`config.mk`:
```
export PLATFORM = sky130hd
export DESIGN_NAME = hazard_sequencer_flat
export DESIGN_NICKNAME = d
export VERILOG_FILES = /design/src/rtl/hazard_sequencer_if.sv /design/src/rtl/hazard_sequencer.sv /design/src/flat_wrapper.sv
export SDC_FILE = /design/constraint.sdc
export NUM_CORES = 1
export LEC_CHECK = 0
export ABC_AREA = 1
export CORE_AREA = 2 2 63 65
export CTS_BUF_LIST = sky130_fd_sc_hd__clkbuf_8
export CTS_CLUSTER_SIZE = 24
export DETAILED_ROUTE_END_ITERATION = 8
export DIE_AREA = 0 0 65 67
export GPL_ROUTABILITY_DRIVEN = 0
export PLACE_DENSITY = 0.82
export SLEW_MARGIN = 20
export SYNTH_ARGS = -nofsm -noshare
export SYNTH_HDL_FRONTEND = slang
export SYNTH_SLANG_ARGS = --single-unit
export TNS_END_PERCENT = 30
```
`constraint.sdc`:
```
create_clock -name clk -period 1.75 [get_ports clk]
set_clock_uncertainty 0.05 [all_clocks]
set_input_delay 0.35 -clock clk [delete_from_list [all_inputs] [get_ports clk]]
set_output_delay 0.35 -clock clk [all_outputs]
set_load 0.05 [all_outputs]
```
`src/rtl/hazard_sequencer_if.sv`:
```
// Decode/EX-side hazard inputs and IF/ID control outputs of the hazard sequencer.
// master = pipeline/divider side, slave = hazard_sequencer.
interface hazard_sequencer_if #(
    parameter int CNT_W = 32
);
    logic [4:0]       rs1_ID;
    logic [4:0]       rs2_ID;
    logic [4:0]       rd_EX;
    logic             memread_EX;
    logic             muldiv_ID;
    logic             mispredict_EX;
    logic             div_done;
    logic             pc_hold;
    logic             stall;
    logic             flush;
    logic             div_start;
    logic             div_abort;
    logic             div_timeout;
    logic [CNT_W-1:0] stall_cnt;
    logic [CNT_W-1:0] flush_cnt;

    modport master (
        output rs1_ID, rs2_ID, rd_EX, memread_EX, muldiv_ID, mispredict_EX, div_done,
        input  pc_hold, stall, flush, div_start, div_abort, div_timeout, stall_cnt, flush_cnt
    );

    modport slave (
        input  rs1_ID, rs2_ID, rd_EX, memread_EX, muldiv_ID, mispredict_EX, div_done,
        output pc_hold, stall, flush, div_start, div_abort, div_timeout, stall_cnt, flush_cnt
    );
endinterface

```
`src/rtl/hazard_sequencer.sv`:
```
// Load-use interlock, mispredict flush and divider start/wait/abort/timeout sequencing.
// Optional perf counters enabled by defining HAZARD_PERF_CNT_EN.
module hazard_sequencer #(
    parameter int DIV_MAX_CYCLES = 34,
    parameter int FLUSH_CYCLES   = 1,
    parameter int CNT_W          = 32
) (
    input logic               clk,
    input logic               rst,
    hazard_sequencer_if.slave bus
);
    localparam int DCNT_W = $clog2(DIV_MAX_CYCLES) + 1;
    localparam int FCNT_W = $clog2(FLUSH_CYCLES) + 1;
    localparam logic [DCNT_W-1:0] DCNT_LAST    = DCNT_W'(DIV_MAX_CYCLES - 1);
    localparam logic [FCNT_W-1:0] FCNT_RELOAD  = FCNT_W'(FLUSH_CYCLES - 1);
    localparam logic [FCNT_W-1:0] FCNT_ONE     = FCNT_W'(1);

    typedef enum logic [1:0] {
        RUN      = 2'd0,
        DIV_WAIT = 2'd1,
        FLUSH    = 2'd2
    } state_t;

    state_t            state_reg, state_next;
    logic [DCNT_W-1:0] dcnt_reg, dcnt_next;
    logic [FCNT_W-1:0] fcnt_reg, fcnt_next;
    logic              timeout_reg, timeout_next;

    logic loaduse;
    logic pc_hold_c, stall_c, flush_c, start_c, abort_c, timeout_now;

    assign loaduse = bus.memread_EX && (bus.rd_EX != 5'd0) &&
                     ((bus.rd_EX == bus.rs1_ID) || (bus.rd_EX == bus.rs2_ID));

    always_comb begin
        state_next  = state_reg;
        dcnt_next   = dcnt_reg;
        fcnt_next   = fcnt_reg;
        pc_hold_c   = 1'b0;
        stall_c     = 1'b0;
        flush_c     = 1'b0;
        start_c     = 1'b0;
        abort_c     = 1'b0;
        timeout_now = 1'b0;
        case (state_reg)
            RUN: begin
                if (bus.mispredict_EX) begin
                    flush_c = 1'b1;
                    if (FLUSH_CYCLES > 1) begin
                        state_next = FLUSH;
                        fcnt_next  = FCNT_RELOAD;
                    end
                end else if (loaduse) begin
                    // The pipeline advances past the hazard, so one cycle is one bubble.
                    stall_c   = 1'b1;
                    pc_hold_c = 1'b1;
                end else if (bus.muldiv_ID) begin
                    start_c    = 1'b1;
                    stall_c    = 1'b1;
                    pc_hold_c  = 1'b1;
                    state_next = DIV_WAIT;
                    dcnt_next  = '0;
                end
            end
            DIV_WAIT: begin
                dcnt_next = dcnt_reg + DCNT_W'(1);
                if (bus.mispredict_EX) begin
                    abort_c    = 1'b1;
                    flush_c    = 1'b1;
                    state_next = RUN;
                end else if (bus.div_done) begin
                    // A result arriving on the last allowed cycle still counts as success.
                    state_next = RUN;
                end else if (dcnt_reg == DCNT_LAST) begin
                    abort_c     = 1'b1;
                    timeout_now = 1'b1;
                    state_next  = RUN;
                end else begin
                    stall_c   = 1'b1;
                    pc_hold_c = 1'b1;
                end
            end
            FLUSH: begin
                flush_c = 1'b1;
                if (bus.mispredict_EX) begin
                    fcnt_next = FCNT_RELOAD;
                end else if (fcnt_reg == FCNT_ONE) begin
                    state_next = RUN;
                end else begin
                    fcnt_next = fcnt_reg - FCNT_W'(1);
                end
            end
            default: state_next = RUN;
        endcase
        timeout_next = timeout_reg | timeout_now;
    end

    always_ff @(posedge clk) begin
        if (rst) begin
            state_reg   <= RUN;
            dcnt_reg    <= '0;
            fcnt_reg    <= '0;
            timeout_reg <= 1'b0;
        end else begin
            state_reg   <= state_next;
            dcnt_reg    <= dcnt_next;
            fcnt_reg    <= fcnt_next;
            timeout_reg <= timeout_next;
        end
    end

    assign bus.pc_hold     = !rst && pc_hold_c;
    assign bus.stall       = !rst && stall_c;
    assign bus.flush       = !rst && flush_c;
    assign bus.div_start   = !rst && start_c;
    assign bus.div_abort   = !rst && abort_c;
    assign bus.div_timeout = !rst && timeout_next;

`ifdef HAZARD_PERF_CNT_EN
    logic [CNT_W-1:0] stall_cnt_reg;
    logic [CNT_W-1:0] flush_cnt_reg;

    always_ff @(posedge clk) begin
        if (rst) begin
            stall_cnt_reg <= '0;
            flush_cnt_reg <= '0;
        end else begin
            if (stall_c && !(&stall_cnt_reg)) begin
                stall_cnt_reg <= stall_cnt_reg + CNT_W'(1);
            end
            // Every state accepts a mispredict, so each one is a flush event.
            if (bus.mispredict_EX && !(&flush_cnt_reg)) begin
                flush_cnt_reg <= flush_cnt_reg + CNT_W'(1);
            end
        end
    end

    assign bus.stall_cnt = rst ? '0 : stall_cnt_reg;
    assign bus.flush_cnt = rst ? '0 : flush_cnt_reg;
`else
    assign bus.stall_cnt = '0;
    assign bus.flush_cnt = '0;
`endif
endmodule

```
`src/flat_wrapper.sv`:
```
// flat-port wrapper written by rule: the top's interface ports become plain ports
module hazard_sequencer_flat 
#(
    parameter int DIV_MAX_CYCLES = 34,
    parameter int FLUSH_CYCLES   = 1,
    parameter int CNT_W          = 32
)
  (clk, rst, bus_rs1_ID, bus_rs2_ID, bus_rd_EX, bus_memread_EX, bus_muldiv_ID, bus_mispredict_EX, bus_div_done, bus_pc_hold, bus_stall, bus_flush, bus_div_start, bus_div_abort, bus_div_timeout, bus_stall_cnt, bus_flush_cnt);
  hazard_sequencer_if #(.CNT_W(CNT_W)) bus_i ();
  input logic clk;
  input logic rst;
  input wire logic [$bits(bus_i.rs1_ID)-1:0] bus_rs1_ID;
  input wire logic [$bits(bus_i.rs2_ID)-1:0] bus_rs2_ID;
  input wire logic [$bits(bus_i.rd_EX)-1:0] bus_rd_EX;
  input wire logic [$bits(bus_i.memread_EX)-1:0] bus_memread_EX;
  input wire logic [$bits(bus_i.muldiv_ID)-1:0] bus_muldiv_ID;
  input wire logic [$bits(bus_i.mispredict_EX)-1:0] bus_mispredict_EX;
  input wire logic [$bits(bus_i.div_done)-1:0] bus_div_done;
  output wire logic [$bits(bus_i.pc_hold)-1:0] bus_pc_hold;
  output wire logic [$bits(bus_i.stall)-1:0] bus_stall;
  output wire logic [$bits(bus_i.flush)-1:0] bus_flush;
  output wire logic [$bits(bus_i.div_start)-1:0] bus_div_start;
  output wire logic [$bits(bus_i.div_abort)-1:0] bus_div_abort;
  output wire logic [$bits(bus_i.div_timeout)-1:0] bus_div_timeout;
  output wire logic [$bits(bus_i.stall_cnt)-1:0] bus_stall_cnt;
  output wire logic [$bits(bus_i.flush_cnt)-1:0] bus_flush_cnt;
  assign bus_i.rs1_ID = bus_rs1_ID;
  assign bus_i.rs2_ID = bus_rs2_ID;
  assign bus_i.rd_EX = bus_rd_EX;
  assign bus_i.memread_EX = bus_memread_EX;
  assign bus_i.muldiv_ID = bus_muldiv_ID;
  assign bus_i.mispredict_EX = bus_mispredict_EX;
  assign bus_i.div_done = bus_div_done;
  assign bus_pc_hold = bus_i.pc_hold;
  assign bus_stall = bus_i.stall;
  assign bus_flush = bus_i.flush;
  assign bus_div_start = bus_i.div_start;
  assign bus_div_abort = bus_i.div_abort;
  assign bus_div_timeout = bus_i.div_timeout;
  assign bus_stall_cnt = bus_i.stall_cnt;
  assign bus_flush_cnt = bus_i.flush_cnt;
  hazard_sequencer #(.DIV_MAX_CYCLES(DIV_MAX_CYCLES), .FLUSH_CYCLES(FLUSH_CYCLES), .CNT_W(CNT_W)) u_core (.clk(clk), .rst(rst), .bus(bus_i));
endmodule
```
== Word level (Yosys, flattened, before mapping) ==
Index checks and enable logic that the tools add are counted.

* Add/subtract/negate cells: 2
* $mul: 0
* Div/mod/pow operators: 0
* Magnitude comparators: 0
* Eq/ne operators: 11
* Shift-type cells: 0
* Muxes and demuxes: 33
* Bitwise logic cells: 1
* Reduce and logical (&&, ||, !) cells: 15

{| class="wikitable"
|+ Operator list
! kind !! count
|-
| $mux 7 || 3
|-
| $mux 1 || 18
|-
| $mux 2 || 8
|-
| $pmux 7 s2 || 1
|-
| $eq 5x5->1 || 2
|-
| $ne 2x2->1 const B || 4
|-
| $add 7x1->7 const B || 1
|-
| $eq 7x6->1 const B || 1
|-
| $logic_and 1x1->1 || 7
|-
| $pmux 2 s3 || 1
|-
| $reduce_and 6->1 || 1
|-
| $reduce_bool 5->1 || 1
|-
| $ne 4x3->1 const B || 1
|-
| $pmux 1 s2 || 2
|-
| $reduce_and 4->1 || 1
|-
| $eq 2x1->1 const B || 1
|-
| $eq 2x2->1 const B || 1
|-
| $logic_not 2->1 || 1
|-
| $ne 2x1->1 const B || 1
|-
| $reduce_bool 2->1 || 1
|-
| $reduce_or 2->1 || 1
|-
| $logic_not 1->1 || 1
|-
| $logic_or 1x1->1 || 1
|-
| $or 1x1->1 || 1
|-
| $sub 1x1->1 const B || 1
|}

* Register bits: 11
* Bits in latches: 0
* Bits in writable memories: 0
* ROM bits: 0
* Output and inout bits: 70
* Memories: 0

== Longest topological paths before layout ==
* Depth after elaboration: 7
* Depth in mapped cells: 11
* Gate-level depth less buffers: 10

== Worst setup path before layout ==
Ideal clock, no wire load.

* Kind: input to output
* Start point: in bus_rd_EX[3]
* End point: out bus_stall
* Arrival: 1.978 ns
* Slack: -0.628 ns
* Stages on the path: 11
* Path through: inv_1 > nand2_1 > nand2_1 > nor2_1 > nand3_1 > nand2_1 > nand2_2 > o21ai_0 > inv_1 > nor2_1 > buf_4

* Longest elaborated chain between the ends: 7
* Elaborated cells on any way between the ends: 10

{| class="wikitable"
|+ Ends and longest elaborated chain
! what !! line !! source
|-
| start: declaration || flat_wrapper.sv:14 || <nowiki>input wire logic [$bits(bus_i.rd_EX)-1:0] bus_rd_EX;</nowiki>
|-
| $eq 5x5->1 or $reduce_bool 5->1 (tied branches) || hazard_sequencer.sv:33, hazard_sequencer.sv:32 ||
|-
| $logic_or 1x1->1 or $logic_and 1x1->1 (tied branches) || hazard_sequencer.sv:33, hazard_sequencer.sv:32 ||
|-
| $logic_and 1x1->1 * || hazard_sequencer.sv:32 || <nowiki>assign loaduse = bus.memread_EX && (bus.rd_EX != 5'd0) &&</nowiki>
|-
| $mux 1 * (2 in series) || -- ||
|-
| $pmux 1 s2 * || -- ||
|-
| $logic_and 1x1->1 * || -- ||
|-
| end: declaration || flat_wrapper.sv:20 || <nowiki>output wire logic [$bits(bus_i.stall)-1:0] bus_stall;</nowiki>
|}

Every way passes the cells marked *; elsewhere a longest branch is shown, timed or not.

== Worst setup path after layout ==
* Start point: reg u_core.dcnt_reg[1]
* End point: out bus_stall

* Longest elaborated chain between the ends: 6

{| class="wikitable"
|+ Ends and longest elaborated chain
! what !! line !! source
|-
| start: declaration || hazard_sequencer.sv:25 || <nowiki>logic [DCNT_W-1:0] dcnt_reg, dcnt_next;</nowiki>
|-
| start signal: assignment || hazard_sequencer.sv:106 || <nowiki>dcnt_reg <= dcnt_next;</nowiki>
|-
| $eq 7x6->1 || hazard_sequencer.sv:74 || <nowiki>end else if (dcnt_reg == DCNT_LAST) begin</nowiki>
|-
| $mux 1 || hazard_sequencer.sv:74 ||
|-
| $mux 1 || hazard_sequencer.sv:71 || <nowiki>end else if (bus.div_done) begin</nowiki>
|-
| $mux 1 || hazard_sequencer.sv:67 || <nowiki>if (bus.mispredict_EX) begin</nowiki>
|-
| $pmux 1 s2 || hazard_sequencer.sv:45 || <nowiki>case (state_reg)</nowiki>
|-
| $logic_and 1x1->1 || hazard_sequencer.sv:113 || <nowiki>assign bus.stall = !rst && stall_c;</nowiki>
|}

No other way between the ends.

==> flow_metrics.env <==
export IMPL_fin_nets=256
export IMPL_io_pins=91
export IMPL_hold_viol=0
export IMPL_ys_top_cells_by_count="buf_4 (65), nand2_1 (29), inv_1 (24)"
export IMPL_grt_first_pass_wirelength_um=3884
export IMPL_ctsHoldBuffers=0
export IMPL_max_freq_mhz=510.0
export IMPL_synth_area_um2=1220
export IMPL_netlist_instances=193
export IMPL_wl_per_cell_um=8.579
export IMPL_synth_warnings=0
export IMPL_power_share_clock=0.248
export IMPL_crit_family="simple AND/OR/NAND/NOR gates"
export IMPL_grt_overflow=0
export IMPL_drtIter0Drc=26
export IMPL_cellInternalPower_mw=0.4637
export IMPL_end_kind="output port"
export IMPL_report_final_slew_viol_count=0
export IMPL_power_density_nw_per_um2=629.7
export IMPL_async_reset_ff_frac=0
export IMPL_ctsLongestPathBuffers=2
export IMPL_numClockSinks=9
export IMPL_cp_slowest_cell="dfxtp_2"
export IMPL_io_buffers=26
export IMPL_area_delta_synth_final_pct=25.23
export IMPL_final_util=0.4237
export IMPL_status="complete, but fails checks"
export IMPL_dieArea_um2=4355
export IMPL_ys_seq_area_frac=0.1477
export IMPL_yosysMostFrequentCell="buf_4"
export IMPL_final_cell_count_no_fill=280
export IMPL_p_sw_frac=0.5179
export IMPL_cts_tree="built"
export IMPL_grt_max_degree=12
export IMPL_synth_top_flop_cell="dfxtp_1"
export IMPL_diodes=0
export IMPL_power_share_sequential=0.229
export IMPL_initial_utilization=0.3383
export IMPL_synth_seq_cells=9
export IMPL_post_place_ws_ns=-0.5350
export IMPL_r2r_start="u_core.dcnt_reg[0]$_SDFFE_PP0P_"
export IMPL_place_inst=276
export IMPL_crit_buf_inv=2
export IMPL_cp_depth=8
export IMPL_worstPathMaxFanout=3
export IMPL_setup_ws_ns=-0.2106
export IMPL_avgViaCountPerCell=3.821
export IMPL_finalCritPeriodShare=1.120
export IMPL_setup_worst_path_end="bus_stall"
export IMPL_r2r_cells=7
export IMPL_drcViolationCount=0
export IMPL_r2r_end="u_core.dcnt_reg[6]$_SDFFE_PP0P_"
export IMPL_cap_violations=0
export IMPL_worstPathRequired_ns=1.35
export IMPL_netlist_area_leader_share=0.4000
export IMPL_cts_setup_buffers=0
export IMPL_vias=1070
export IMPL_path_cells="inv_2 > ha_4 > nand2_2 > nor4_4 > o31ai_1 > nand2_1 > nor2_4 > buf_12"
export IMPL_cts_buffers_inserted=3
export IMPL_arrival_ns=1.56
export IMPL_p_switching_mw=0.4983
export IMPL_dieWidth_um=65
export IMPL_chipHeight_um=67
export IMPL_rows=22
export IMPL_clk_latency_ns=0.23
export IMPL_hp_class="register to register"
export IMPL_firstDrtPassIters=4
export IMPL_ff2ff_setup_slack_ns=0.30
export IMPL_largest_reg_flops=7
export IMPL_synth_edf_count=0
export IMPL_htreeDepth=1
export IMPL_cpPeakStageDelay_ns=0.33
export IMPL_setup_viol=5
export IMPL_drive_above_1_share=0.2543
export IMPL_leakage_nw=0.8086
export IMPL_synthTopCellsByArea="buf_4 (40%), dfxtp_1 (15%), nand2_1 (8.9%)"
export IMPL_power_frac_comb=0.524
export IMPL_start_kind="register"
export IMPL_dp_final_hpwl_um=1947
export IMPL_wirelength_um=2402
export IMPL_synth_top_area_cell="buf_4"
export IMPL_synthDistinctLibCells=21
export IMPL_core_area_um2=3606
export IMPL_min_period_ns=1.961
export IMPL_critPathKind="register to output port"
export IMPL_grt_pass1_vias=911
export IMPL_postRouteAntennaNets=0
export IMPL_root_buffer="clkbuf_8"
export IMPL_grt_usage=0.1155
export IMPL_power_mw=0.9620
export IMPL_rsz0062_at_grt="true"
export IMPL_violations="negative setup slack"
export IMPL_vdd_ir_drop_max_mv=0.2652
export IMPL_antenna_found_initial=0
export IMPL_avgSynthCellArea_um2=6.321
export IMPL_cp_startpoint="u_core.dcnt_reg[1]$_SDFFE_PP0P_"
export IMPL_clk_pin_slew_ns=0.04
## how the worst min path moves through the flow
stage	depth (start not counted)	slack (ns)	start	end
after floorplan	2	0.41	u_core.timeout_reg$_SDFF_PP0_	u_core.timeout_reg$_SDFF_PP0_
after global placement	2	0.41	u_core.timeout_reg$_SDFF_PP0_	u_core.timeout_reg$_SDFF_PP0_
after detailed placement	2	0.44	u_core.timeout_reg$_SDFF_PP0_	u_core.timeout_reg$_SDFF_PP0_
after CTS	2	0.45	u_core.timeout_reg$_SDFF_PP0_	u_core.timeout_reg$_SDFF_PP0_
after global routing	2	0.48	u_core.timeout_reg$_SDFF_PP0_	u_core.timeout_reg$_SDFF_PP0_
final	2	0.44	u_core.timeout_reg$_SDFF_PP0_	u_core.timeout_reg$_SDFF_PP0_
## cells in the final DEF (no fill, tap or decap), drive strengths merged, types with 6 or more instances in the layout
cell,count
o21ai,6
nor2,14
nand3,14
nand2,31
dfxtp,9
buf,32
conb,64
inv,26
a21oi,12
## power groups by stage
stage	Clock, mW	Combinational (mW)	Sequential, mW
3_3_place_gp	0	0.498	0.221
4_1_cts	0.236	0.501	0.220
2_1_floorplan	0	0.508	0.217
5_1_grt	0.249	0.531	0.221
6_report	0.238	0.504	0.220
3_5_place_dp	0	0.501	0.221
## cells by family (layout without fill, tap and decap cells)
logic type,after synthesis,count (layout),share of synthesized area
AND/OR/NAND/NOR,67,67,0.2482
flip-flops,9,9,0.1477
adder cells (fa/ha/maj),2,2,0.02051
XOR/XNOR,2,2,0.01436
other,1,64,0.003074
AO/OA/AOI/OAI,19,19,0.08001
buffers and inverters,93,69,0.4862
## layout make-up
type | instances | area (µm²)
clock buffer | 3 | 41.29
timing repair buffer | 39 | 387.9
multi-input combinational | 154 | 750.7
sequential | 9 | 183.9
clock inverter | 1 | 3.754
tap | 48 | 60.06
inverter | 26 | 100.1
fill | 375 | 2078
## worst register-to-register path, cell delays in order, from the launching register on
cell,delay [ns]
dfxtp_2,0.33
buf_4,0.15
ha_1,0.22
nand4_1,0.12
nor2_1,0.07
or2_2,0.27
nand3_1,0.07
a21oi_1,0.07
## layer usage
layer | track usage | up-vias | routed length (µm)
met5 | 0 | - | 0
met4 | 0.05053 | 0 | 55
met3 | 0.02703 | 7 | 201
met2 | 0.2126 | 58 | 1227
met1 | 0.1254 | 457 | 918
li1 | - | 548 | -
## per-stage QoR
stage	TNS, ns	area [µm²]	hold WS [ns]
3_3_place_gp	-3.317	1468	0.4122
3_5_place_dp	-3.569	1468	0.4405
5_1_grt	-1.148	1528	0.4776
6_report	-0.7138	1528	0.4445
4_1_cts	-0.7731	1525	0.4471
2_1_floorplan	-0.3693	1489	0.4079
## what timing repair did
action                                  CTS  global route
pin swaps                                25             1
endpoints found under the hold margin     0             0
resized for setup                        85             1
endpoints found under the setup margin   12             5
Power figures use the tool's default switching activity.
